--- config.mk ---
export PLATFORM = sky130hd
export DESIGN_NAME = pe_row_sched
export DESIGN_NICKNAME = d
export VERILOG_FILES = /design/src/rtl/pe_row_sched.sv
export SDC_FILE = /design/constraint.sdc
export NUM_CORES = 1
export LEC_CHECK = 0
export ABC_AREA = 1
export CORE_MARGIN = 2
export CORE_UTILIZATION = 28
export DETAILED_ROUTE_END_ITERATION = 10
export PLACE_DENSITY = 0.48
export SLEW_MARGIN = 10
export SYNTH_ARGS = -nofsm -noshare
export SYNTH_HDL_FRONTEND = slang
export SYNTH_SLANG_ARGS = --single-unit
--- constraint.sdc ---
create_clock -name clk -period 1.2 [get_ports clk]
set_clock_uncertainty 0.05 [all_clocks]
set_input_delay 0.18 -clock clk [delete_from_list [all_inputs] [get_ports clk]]
set_output_delay 0.18 -clock clk [all_outputs]
set_load 0.01 [all_outputs]
--- src/rtl/pe_row_sched.sv ---
// Per-kernel sequencer for the 32-lane PE row: weight fetch, window streaming, pipeline drain, tagged results.
// Optional ReLU on the result path is enabled by defining PE_ROW_SCHED_RELU_EN.
module pe_row_sched #(
  parameter int N_OCH    = 16,
  parameter int N_POS    = 64,
  parameter int PIPE_LAT = 3
) (
  input  logic                       clk,
  input  logic                       rst_n,
  input  logic                       start,
  output logic                       busy,
  output logic                       done,
  output logic                       wgt_rd_en,
  output logic [$clog2(N_OCH)-1:0]   wgt_addr,
  output logic                       new_weight_val,
  input  logic                       dat_valid,
  output logic                       slide_en,
  input  logic signed [8:0]          row_result,
  output logic signed [8:0]          res_out,
  output logic                       res_val,
  output logic [$clog2(N_OCH)-1:0]   res_och,
  output logic [$clog2(N_POS)-1:0]   res_pos
);
  localparam int OCH_W = $clog2(N_OCH);
  localparam int POS_W = $clog2(N_POS);
  localparam int CNT_W = $clog2(PIPE_LAT + 1);

  typedef enum logic [2:0] {IDLE, LOAD_REQ, LOAD_WR, STREAM, DRAIN, DONE} state_t;

  state_t             state, state_nx;
  logic [OCH_W-1:0]   och;
  logic [POS_W-1:0]   pos;
  logic [CNT_W-1:0]   dcnt;
  logic               last_pos, last_och, drain_end;
  logic signed [8:0]  res_d;

  logic               tag_v   [PIPE_LAT];
  logic [OCH_W-1:0]   tag_och [PIPE_LAT];
  logic [POS_W-1:0]   tag_pos [PIPE_LAT];

  assign last_pos  = (pos == POS_W'(N_POS - 1));
  assign last_och  = (och == OCH_W'(N_OCH - 1));
  assign drain_end = (dcnt == CNT_W'(PIPE_LAT - 1));
  assign wgt_addr  = och;

  always_comb begin
    state_nx       = state;
    busy           = (state != IDLE);
    wgt_rd_en      = 1'b0;
    new_weight_val = 1'b0;
    slide_en       = 1'b0;
    done           = 1'b0;
    case (state)
      IDLE:     if (start) state_nx = LOAD_REQ;
      LOAD_REQ: begin
        wgt_rd_en = 1'b1;
        state_nx  = LOAD_WR;
      end
      LOAD_WR: begin
        new_weight_val = 1'b1;
        state_nx       = STREAM;
      end
      STREAM: begin
        slide_en = dat_valid;
        if (dat_valid && last_pos) state_nx = DRAIN;
      end
      DRAIN:    if (drain_end) state_nx = last_och ? DONE : LOAD_REQ;
      DONE: begin
        done     = 1'b1;
        state_nx = IDLE;
      end
      default:  state_nx = IDLE;
    endcase
  end

  always_ff @(posedge clk or negedge rst_n) begin
    if (!rst_n) state <= IDLE;
    else        state <= state_nx;
  end

  always_ff @(posedge clk or negedge rst_n) begin
    if (!rst_n) begin
      och  <= '0;
      pos  <= '0;
      dcnt <= '0;
    end else begin
      case (state)
        IDLE: if (start) begin
          och  <= '0;
          pos  <= '0;
          dcnt <= '0;
        end
        STREAM: if (slide_en) pos <= last_pos ? '0 : pos + 1'b1;
        DRAIN: begin
          if (drain_end) begin
            dcnt <= '0;
            if (!last_och) och <= och + 1'b1;
          end else begin
            dcnt <= dcnt + 1'b1;
          end
        end
        default: ;
      endcase
    end
  end

  // Tags shift every cycle; non-slide cycles insert bubbles so the row pipeline and tags stay aligned.
  always_ff @(posedge clk or negedge rst_n) begin
    if (!rst_n) begin
      for (int unsigned i = 0; i < PIPE_LAT; i++) begin
        tag_v[i]   <= 1'b0;
        tag_och[i] <= '0;
        tag_pos[i] <= '0;
      end
    end else begin
      tag_v[0]   <= slide_en;
      tag_och[0] <= och;
      tag_pos[0] <= pos;
      for (int unsigned i = 1; i < PIPE_LAT; i++) begin
        tag_v[i]   <= tag_v[i-1];
        tag_och[i] <= tag_och[i-1];
        tag_pos[i] <= tag_pos[i-1];
      end
    end
  end

`ifdef PE_ROW_SCHED_RELU_EN
  assign res_d = row_result[8] ? '0 : row_result;
`else
  assign res_d = row_result;
`endif

  always_ff @(posedge clk or negedge rst_n) begin
    if (!rst_n) begin
      res_out <= '0;
      res_val <= 1'b0;
      res_och <= '0;
      res_pos <= '0;
    end else begin
      res_val <= tag_v[PIPE_LAT-1];
      if (tag_v[PIPE_LAT-1]) begin
        res_out <= res_d;
        res_och <= tag_och[PIPE_LAT-1];
        res_pos <= tag_pos[PIPE_LAT-1];
      end
    end
  end

endmodule

After elaboration in Yosys (flattened, before gate mapping)
Index checks and enable logic that the tools add are counted.
{"block": "totals", "ff_bits": 68, "latch_bits": 0, "mem_count": 0, "ramBits": 0, "mem_bits_ro": 0}
{"block": "op_classes", "bitwise": 0, "eq_ne": 13, "mux": 20, "div_mod_pow": 0, "add_sub_neg": 3, "reduce_logical": 9, "magnitude_cmp": 0, "shift": 0, "multipliers": 0}
{"op": "$mux W6", "n": 3}
{"op": "$pmux W3 S5", "n": 1}
{"op": "$mux W3", "n": 4}
{"op": "$mux W4", "n": 3}
{"op": "$pmux W6 S2", "n": 1}
{"op": "$ne A2 B2 Y1 const B", "n": 5}
{"op": "$pmux W4 S2", "n": 1}
{"op": "$add A6 B1 Y6 const B", "n": 1}
{"op": "$eq A3 B2 Y1 const B", "n": 2}
{"op": "$eq A3 B3 Y1 const B", "n": 2}
{"op": "$eq A6 B6 Y1 const B", "n": 1}
{"op": "$reduce_and A3 Y1", "n": 2}
{"op": "$add A4 B1 Y4 const B", "n": 1}
{"op": "$eq A4 B4 Y1 const B", "n": 1}
{"op": "$mux W1", "n": 4}
{"op": "$mux W2", "n": 2}
{"op": "$pmux W2 S2", "n": 1}
{"op": "$reduce_and A4 Y1", "n": 1}
{"op": "$reduce_bool A2 Y1", "n": 2}
{"op": "$eq A3 B1 Y1 const B", "n": 1}
{"op": "$logic_not A3 Y1", "n": 1}
{"op": "$reduce_bool A3 Y1", "n": 1}
{"op": "$add A2 B1 Y2 const B", "n": 1}
{"op": "$eq A2 B2 Y1 const B", "n": 1}
{"op": "2 further kinds", "n": 2}

Longest topological paths before layout
Gate-level depths: netlist (run 1).
{"block": "logic_depth", "ltp_word": 4, "ltp_mapped": 8, "depth_no_buf": 8}

Worst setup path after synthesis (run 1)
No wires, ideal clock.
{"block": "synth_timing", "path_kind": "register -> register", "startpoint": "reg och[0], in the netlist wgt_addr[0]", "endpoint": "reg och[2], in the netlist wgt_addr[2]", "path_buffers": 0, "path_stages_with_launch": 8, "arrival_ps": 1180, "t_required_ps": 1085, "synth_period_minus_slack_ps": 1295, "setup_slack_ps": -95, "cell_sequence": "dfrtp_1 > ha_1 > nand3_1 > o21ai_1 > inv_1 > nand2_4 > nand2_1 > nand2_1"}
{"block": "synth_between", "elab_chain_cells": 4}
{"item": "start: declaration", "line": "31", "rtl": "logic [OCH_W-1:0] och;"}
{"item": "start signal: assignment", "line": "97", "rtl": "if (!last_och) och <= och + 1'b1;"}
{"item": "$add A4 B1 Y4", "line": "97"}
{"item": "$mux W4", "line": "97"}
{"item": "$mux W4", "line": "95", "rtl": "if (drain_end) begin"}
{"item": "$pmux W4 S2", "line": "87", "rtl": "case (state)"}
Several ways; a longest one is shown, not always the timed one. The select of a mux whose other input is x is not followed.
A chain may end at the register's enable or synchronous reset.

Final worst setup path (run 1)
{"block": "layout_timing", "startpoint": "reg state[2]", "endpoint": "out wgt_rd_en"}
{"block": "layout_between", "elab_chain_cells": 2}
{"item": "start: declaration", "line": "30", "rtl": "state_t state, state_nx;"}
{"item": "start signal: assignment", "line": "78", "rtl": "else state <= state_nx;"}
{"item": "$eq A3 B1 Y1", "line": "53", "rtl": "case (state)"}
{"item": "$mux W1", "line": "53"}
{"item": "end: declaration", "line": "13", "rtl": "output logic wgt_rd_en,"}
Every way passes these cells.

==> results of run 1 <==
-- kinds of logic after synthesis --
family | after synthesis
adders and majority gates | 2
xor gates and xnor gates | 3
DFF | 68
AOI/OAI and AO/OA | 14
buffers and inverters | 22
and+or+nand+nor | 69
muxes | 19
-- power breakdown --
part	leakage (nW)	switching (W)	internal, W
Clock	0.0935	0.000764	0.00100
Sequential	0.916	0.000256	0.00278
Combinational	0.765	0.00132	0.00125
-- state kept, by name, indices dropped and copies added, names as in the netlist --
| register | count |
|---|---|
| state | 3 |
| pos | 6 |
| tag_pos | 18 |
| wgt_addr | 4 |
| tag_v | 3 |
| res_och | 4 |
| tag_och | 12 |
| res_pos | 6 |
| res_val | 1 |
| res_out | 9 |
| dcnt | 2 |
-- final cells by class --
cell class,count,area [µm²]
clock buffer,13,148.9
sequential,68,1704
multi-input combinational,108,833.3
timing repair buffer,76,598.1
tap,108,135.1
clock inverter,2,35.03
fill,862,5147
inverter,19,76.32
-- cells in the mapped netlist (all sizes together) --
cell type  number  share of area, %
dfrtp          68                68
nand2          37               6.6
inv            19               3.0
mux2           19               8.6
nor2           16               3.1
nand3          15               4.1
o21ai           8               1.8
a21oi           5               1.2
buf             3              0.95
ha              2               1.0
xor2            2              0.70
nand4           1              0.50
o22ai           1              0.25
xnor2           1              0.35
-- stage by stage --
| step | utilization (%) | total power [W] | instances | area (µm²) | setup WS [ns] |
|---|---|---|---|---|---|
| 6_report | 40.69 | 0.007376 | 394 | 3531 | -0.2101 |
| 5_1_grt | 40.69 | 0.007903 | 394 | 3531 | -0.2853 |
| 4_1_cts | 40.69 | 0.007332 | 391 | 3531 | -0.2434 |
| 3_5_place_dp | 37.82 | 0.005449 | 371 | 3282 | -0.4415 |
| 3_3_place_gp | 37.82 | 0.005399 | 371 | 3282 | -0.4240 |
| 2_1_floorplan | - | 0.004252 | 197 | 2520 | -0.03906 |
-- metal layers --
| metal | GRT usage (%) | up-vias | routed length [µm] |
|---|---|---|---|
| li1 | - | 809 | - |
| met1 | 13.13 | 793 | 1975 |
| met2 | 14.81 | 57 | 1999 |
| met3 | 4.610 | 4 | 336 |
| met4 | 3.477 | 0 | 51 |
| met5 | 0 | - | 0 |
-- final timing paths --
kind,to,slack [ns],cells past startpoint
min in group asynchronous,res_out[0]$_DFFE_PN0P_,0.34,3
max in group asynchronous,wgt_addr[0]$_DFFE_PN0P_,0.55,3
worst max register to register,pos[4]$_DFFE_PN0P_,-0.17,8
worst min register to register,tag_pos[11]$_DFF_PN0_,0.30,0
worst min-delay path,tag_pos[11]$_DFF_PN0_,0.30,0
worst max-delay path,wgt_rd_en,-0.21,4
-- timing repair --
action                                  CTS  global route
endpoints found under the hold margin    68             0
pin swaps                                 6             7
buffers inserted                          3             4
resized for setup                        92            43
cloned                                    1             0
endpoints found under the setup margin   44            41
hold buffers                              1             0
-- worst max-delay path: stages, from the launching register on --
cell,delay (ns)
dfrtp_1,0.42
buf_6,0.13
buf_6,0.11
nor2_2,0.06
buf_2,0.12
==> results.json, run 1 <==
{
  "final_common_cell": "dfrtp_1",
  "slew_headroom_pct": 85.09,
  "synth-simple-area-share_pct": 14.26,
  "tightest_slew_ns": 0.2228,
  "vias": 1663,
  "initial_core_util_pct": 28.81,
  "track_usage_pct": 10.04,
  "numCtsBuffers": 9,
  "cts.sinks": 68,
  "drv_slew": 0,
  "violations": "setup timing",
  "grt_first_pass_wirelength_mm": 7.714,
  "clock_latency_ns": 0.33,
  "ir_drop_mv": 1.098,
  "synthAdderAreaFrac_pct": 1.001,
  "startpoint_type": "register",
  "cap_violations": 0,
  "drtIter0Drc": 19,
  "antenna_found_initial": 0,
  "port_buffers": 41,
  "grt_remaining_overflow": 0,
  "dr.pass1.iters": 4,
  "cp-end-kind": "output port",
  "ant_nets": 0,
  "cts_root_buffer": "clkbuf_8",
  "grt_setup_unrepaired": "yes",
  "drive_gt1_share_pct": 48.25,
  "n_antenna_cell": 0,
  "synth_fp_nets": 212,
  "area_growth_pct": 41.24,
  "status": "complete, but fails checks",
  "synth.cell_area_um2": 2500,
  "place_congestion": 0.7795,
  "clock_path_buffers": 2,
  "post-route-period-util_pct": 117.5,
  "core.rowCount": 34,
  "h-tree-depth": 3,
  "via_per_inst": 4.221,
  "finalHoldWorstSlack_ns": 0.2994,
  "synth_mux_area_share_pct": 8.559,
  "cp_max_fo": 3,
  "final_cell_mix": "dfrtp_1, nand2_1, buf_4",
  "worstPathRequired_ns": 0.97,
  "route.detailed.wl_per_inst_um": 11.07,
  "die_height_um": 98.49,
  "die-area_um2": 9700,
  "synth-compound-area-share_pct": 3.153,
  "synth.distinct_cells": 27,
  "avgSynthCellArea_um2": 12.69,
  "cts.reportedPaths.clkPinSlew_ns": 0.07,
  "num-nets-final": 297,
  "drc": 0,
  "final.setup.worst_slack_ns": -0.2101,
  "hp-class": "register to register",
  "die_x_um": 98.49,
  "ys_seq_area_share_pct": 68.07,
  "io_pins": 42,
  "grt_max_degree": 37,
  "p_per_area_nw_per_um2": 2089,
  "core_area_um2": 8678,
  "fin_crit_ns": 1.410,
  "synth_top_family_by_area": "simple AND/OR/NAND/NOR gates",
  "synth.ff_latch_count": 68,
  "clock.fmax_mhz": 709.2,
  "cts_tree": "done",
  "worstSetupStartpoint": "state[2]$_DFFE_PN0P_",
  "synth_xor_area_share_pct": 1.051,
  "syn_inst": 197,
  "hp-start": "tag_pos[17]$_DFF_PN0_",
  "dp_hpwl_mm": 2.877,
  "setup_violations": 19,
  "setup_tns_ns": -2.731,
  "p_leak_nw": 1.774,
  "cp_data_arrival_time_ns": 1.18,
  "hold_viol_final": 0,
  "yosys_warnings": 0,
  "grt_pass1_vias": 1648,
  "criticalPathCategory": "register to output port",
  "drt_wl_total_mm": 4.362,
  "r2r-start": "state[2]$_DFFE_PN0P_"
}
Note: power is estimated with default switching activity, not from simulation.
==> run 2: changes to the inputs <==
--- a/config.mk
+++ b/config.mk
@@ -6,6 +6,7 @@
 export NUM_CORES = 1
 export LEC_CHECK = 0
 export ABC_AREA = 1
+export CORE_ASPECT_RATIO = 0.75
 export CORE_MARGIN = 2
 export CORE_UTILIZATION = 28
 export DETAILED_ROUTE_END_ITERATION = 10
==> results.json, run 2 (same netlist as run 1, synthesis figures left out) <==
{
  "area_growth_pct": 49.05,
  "post-route-period-util_pct": 113.8,
  "clock_latency_ns": 0.32,
  "drtIter0Drc": 53,
  "clock_path_buffers": 2,
  "grt_remaining_overflow": 0,
  "cts_root_buffer": "clkbuf_16",
  "initial_core_util_pct": 29.19,
  "h-tree-depth": 3,
  "criticalPathCategory": "register to output port",
  "slew_headroom_pct": 76.62,
  "grt_pass1_vias": 1562,
  "antenna_found_initial": 0,
  "clock.fmax_mhz": 732.4,
  "die_height_um": 85.83,
  "final_util_pct": 43.51,
  "setup_violations": 19,
  "worstSetupStartpoint": "state[1]$_DFFE_PN0P_",
  "dr.pass1.iters": 7,
  "die-area_um2": 9708,
  "worstPathRequired_ns": 0.97,
  "place_congestion": 0.7813,
  "numCtsBuffers": 9,
  "preCtsSetupSlack_ns": -0.4523,
  "p_leak_nw": 1.801,
  "cts.sinks": 68,
  "drive_gt1_share_pct": 47.52,
  "n_antenna_cell": 0,
  "drv_slew": 0,
  "port_buffers": 41,
  "violations": "DRC, setup timing",
  "hp-class": "input pin to asynchronous set/reset pin",
  "drc": 7,
  "cap_violations": 0,
  "ir_drop_mv": 1.127,
  "r2r-start": "state[1]$_DFFE_PN0P_",
  "track_usage_pct": 10.10,
  "hold_viol_final": 0,
  "largest_reg_flops": 18,
  "reg2reg_to": "state[2]$_DFFE_PN0P_",
  "ant_nets": 0,
  "cp-end-kind": "output port",
  "core.rowCount": 29,
  "reg2reg_depth": 7,
  "ff2ff_setup_slack_ns": -0.13,
  "num-nets-final": 292,
  "cp_data_arrival_time_ns": 1.14,
  "tightest_slew_ns": 0.3507,
  "largestRegisters": "tag_pos x18, tag_och x12, res_out x9",
  "cts.reportedPaths.clkPinSlew_ns": 0.06,
  "io_pins": 42,
  "final.fill_count": 812,
  "drt_wl_total_mm": 4.496,
  "final_common_cell": "dfrtp_1",
  "grt_setup_unrepaired": "yes",
  "grt_first_pass_wirelength_mm": 7.486,
  "status": "complete, but fails checks",
  "cts_tree": "done",
  "route.detailed.wl_per_inst_um": 11.53,
  "cp_max_fo": 5,
  "regMostFlops": "tag_pos",
  "die_x_um": 113.1,
  "final_cell_mix": "dfrtp_1, nand2_1, buf_4",
  "vias": 1640,
  "final.setup.worst_slack_ns": -0.1654,
  "dp_hpwl_mm": 2.939,
  "via_per_inst": 4.205,
  "p_per_area_nw_per_um2": 2209,
  "startpoint_type": "register",
  "fin_crit_ns": 1.365,
  "grt_max_degree": 33,
  "core_area_um2": 8563
}
==> run 2: cell types whose count changed in the layout (fill, tap and decap cells not counted), sizes merged <==
cell,delta
buf,-7
clkbuf,-12
clkdlybuf4s15,+11
clkinv,+3
clkinvlp,+2
inv,-1
==> run 2: critical path, cell delays in order (launching register included) <==
cell and delay [ns]:
dfrtp_2 0.46, inv_2 0.07, nand2_2 0.07, nor2_1 0.08, buf_2 0.13
==> run 2: area by class of cell <==
type                    count  area (µm²)  share of cell area, %
flip-flops and latches     68        1705                  45.77
multi-input cells         108       880.8                  23.64
repair buffers             71       620.6                  16.66
clock buffers              10       239.0                  6.414
well taps                 108       135.1                  3.627
inverters                  19       81.33                  2.183
clock inverters             6       63.81                  1.713
==> run 2: worst max path at each step <==
stage | endpoint | slack, ns | depth (start not counted)
after floorplan | wgt_addr[2]$_DFFE_PN0P_ | -0.04 | 7
after global placement | slide_en | -0.43 | 4
after detailed placement | slide_en | -0.45 | 4
after CTS | wgt_rd_en | -0.20 | 4
after global routing | done | -0.24 | 4
final | done | -0.17 | 4
==> run 2: per-stage QoR <==
step | hold WS (ns) | total power (W) | setup TNS, ns | area [µm²] | std cells
floorplan | -0.1656 | 0.004252 | -0.1513 | 2520 | 197
global placement | 0.05747 | 0.005379 | -3.597 | 3244 | 366
detailed placement | 0.06013 | 0.005405 | -3.844 | 3244 | 366
CTS | 0.2427 | 0.008180 | -1.653 | 3656 | 386
global route | 0.2791 | 0.008744 | -3.103 | 3726 | 390
finish | 0.2445 | 0.008231 | -1.750 | 3726 | 390
==> run 2: power by group <==
group          total, W  internal (W)  switching [W]
Combinational   0.00258       0.00126        0.00132
Sequential      0.00306       0.00279       0.000279
Clock           0.00259       0.00166       0.000929
==> run 2: layer usage <==
| layer | vias up | global-route usage, % | part of all wire [%] |
|---|---|---|---|
| met1 | 785 | 13.86 | 48 |
| met5 | - | 0 | 0 |
| li1 | 804 | - | - |
| met2 | 44 | 13.83 | 44 |
| met4 | 0 | 3.659 | 1.5 |
| met3 | 7 | 4.876 | 7.1 |
==> run 2: repair_timing <==
action                     CTS  global route
resized for setup           98            34
pin swaps                   10            16
setup endpoints to repair   43            32
gates cloned                 0             1
setup buffers                4             3
hold buffers                 1             0
hold endpoints to repair    11             0
==> run 3: changes to the inputs <==
==> constraint.sdc (replaced) <==
create_clock -name clk -period 1.1 [get_ports clk]
set_clock_uncertainty 0.05 [all_clocks]
set_input_delay 0.165 -clock clk [delete_from_list [all_inputs] [get_ports clk]]
set_output_delay 0.165 -clock clk [all_outputs]
set_load 0.01 [all_outputs]
==> results.json, run 3 (same netlist as run 1, synthesis figures left out) <==
{
  "status": "complete, but fails checks",
  "violations": "DRC, setup timing",
  "hp-class": "input pin to asynchronous set/reset pin",
  "die_x_um": 113.1,
  "slew_headroom_pct": 76.82,
  "grt_first_pass_wirelength_mm": 7.583,
  "largestRegisters": "tag_pos x18, tag_och x12, res_out x9",
  "core.rowCount": 29,
  "cp_max_fo": 5,
  "final.fill_count": 826,
  "drive_gt1_share_pct": 51.06,
  "antenna_found_initial": 0,
  "tightest_slew_ns": 0.3477,
  "final-seq-area_um2": 1707,
  "final.setup.worst_slack_ns": -0.3263,
  "final_common_cell": "dfrtp_1",
  "grt_remaining_overflow": 0,
  "reg2reg_depth": 9,
  "cts.sinks": 68,
  "largest_reg_flops": 18,
  "multi_input_area_um2": 878.3,
  "area_growth_pct": 47.15,
  "die_height_um": 85.83,
  "grt_max_degree": 31,
  "n_antenna_cell": 0,
  "criticalPathCategory": "register to output port",
  "die-area_um2": 9708,
  "wl_met2_mm": 1.950,
  "startpoint_type": "register",
  "place_congestion": 0.7822,
  "io_pins": 42,
  "clock_path_buffers": 2,
  "crit_chain": "buf_6 > nor2_4 > nand2_1 > buf_2",
  "cp_data_arrival_time_ns": 1.21,
  "wl_met3_um": 346,
  "dr.pass1.iters": 7,
  "initial_core_util_pct": 29.19,
  "regMostFlops": "tag_pos",
  "fin_crit_ns": 1.426,
  "setup_tns_ns": -5.138,
  "drt_wl_total_mm": 4.468,
  "worstPathRequired_ns": 0.88,
  "post-route-period-util_pct": 129.7,
  "setup_violations": 20,
  "p_per_area_nw_per_um2": 2491,
  "grt_pass1_vias": 1614,
  "track_usage_pct": 10.09,
  "ant_nets": 0,
  "r2r-start": "state[0]$_DFFE_PN0P_",
  "grt_setup_unrepaired": "yes",
  "reg2reg_to": "wgt_addr[2]$_DFFE_PN0P_",
  "drtIter0Drc": 38,
  "h-tree-depth": 3,
  "final_cell_mix": "dfrtp_1, buf_2, nand2_1",
  "cap_violations": 0,
  "p_total_w": 0.009162,
  "clock_latency_ns": 0.32,
  "top_layer_used": "met4",
  "ff2ff_setup_slack_ns": -0.31,
  "drv_slew": 0,
  "hold_viol_final": 0,
  "dp_hpwl_mm": 3.015,
  "vias": 1603,
  "m1WireLength_mm": 2.142,
  "dp_cells": 370,
  "slowest_stage": "dfrtp_2",
  "final_util_pct": 42.96,
  "cts_tree": "done",
  "numCtsBuffers": 9,
  "cp_slowest_stage_delay_ns": 0.44,
  "finalNonFillerCells": 390,
  "via_per_inst": 4.110,
  "preCtsSetupSlack_ns": -0.5435,
  "route.detailed.wl_per_inst_um": 11.46,
  "cp-end-kind": "output port",
  "p_leak_nw": 1.832,
  "core_area_um2": 8563,
  "cts_root_buffer": "clkbuf_16",
  "num-nets-final": 292,
  "ir_drop_mv": 1.309,
  "port_buffers": 41,
  "cts.reportedPaths.clkPinSlew_ns": 0.06,
  "clock.fmax_mhz": 701.1,
  "drc": 7
}
## run 3: cell count changes in the layout (fill, tap and decap cells not counted), sizes merged
cell | before | now
buf | 37 | 59
clkdlybuf4s15 | 12 | 0
clkbuf | 20 | 10
clkinvlp | 2 | 0
bufinv | 1 | 2
inv | 18 | 19
## run 3: final cells by class
type,count,area share (%)
Clock inverter,6,2.381
Sequential cell,68,46.39
Clock buffer,10,6.497
Timing Repair Buffer,71,14.97
Inverter,19,2.211
Tap cell,108,3.673
Multi-Input combinational cell,108,23.88
## run 3: worst max-delay path by stage
| stage | startpoint | end | slack [ns] |
|---|---|---|---|
| 6_report | state[0]$_DFFE_PN0P_ | busy | -0.33 |
| 5_1_grt | state[0]$_DFFE_PN0P_ | pos[5]$_DFFE_PN0P_ | -0.39 |
| 4_1_cts | state[0]$_DFFE_PN0P_ | busy | -0.32 |
| 3_5_place_dp | dat_valid | slide_en | -0.54 |
| 3_3_place_gp | dat_valid | slide_en | -0.51 |
| 2_1_floorplan | wgt_addr[1]$_DFFE_PN0P_ | wgt_addr[2]$_DFFE_PN0P_ | -0.14 |
## run 3: per-stage QoR
stage	cell area (µm²)	hold slack (ns)
2_1_floorplan	2572	-0.1806
3_3_place_gp	3319	0.04833
3_5_place_dp	3319	0.04413
4_1_cts	3656	0.2377
5_1_grt	3679	0.2575
6_report	3679	0.2354
## run 3: critical path: cells and delay by family, from the launching register on
family	cells	cell delay, ns
buf+inv	2	0.26
flops	1	0.44
simple gates	2	0.19
## run 3: power breakdown
part / internal (W) / switching [W]
Combinational: 0.00133 / 0.00146
Sequential: 0.00304 / 0.000282
Clock: 0.00204 / 0.00100
## run 3: layer usage
| metal | track usage (%) | up-vias |
|---|---|---|
| met2 | 13.88 | 47 |
| li1 | - | 803 |
| met5 | 0 | - |
| met3 | 4.735 | 4 |
| met4 | 3.326 | 0 |
| met1 | 14.01 | 749 |
## run 3: timing repair
item | CTS | global route
setup endpoints to repair | 44 | 23
hold endpoints to repair | 11 | 0
resized for setup | 145 | 6
buffers inserted | 2 | 0
hold buffers | 1 | 0
cloned | 1 | 0
pin swaps | 11 | 3
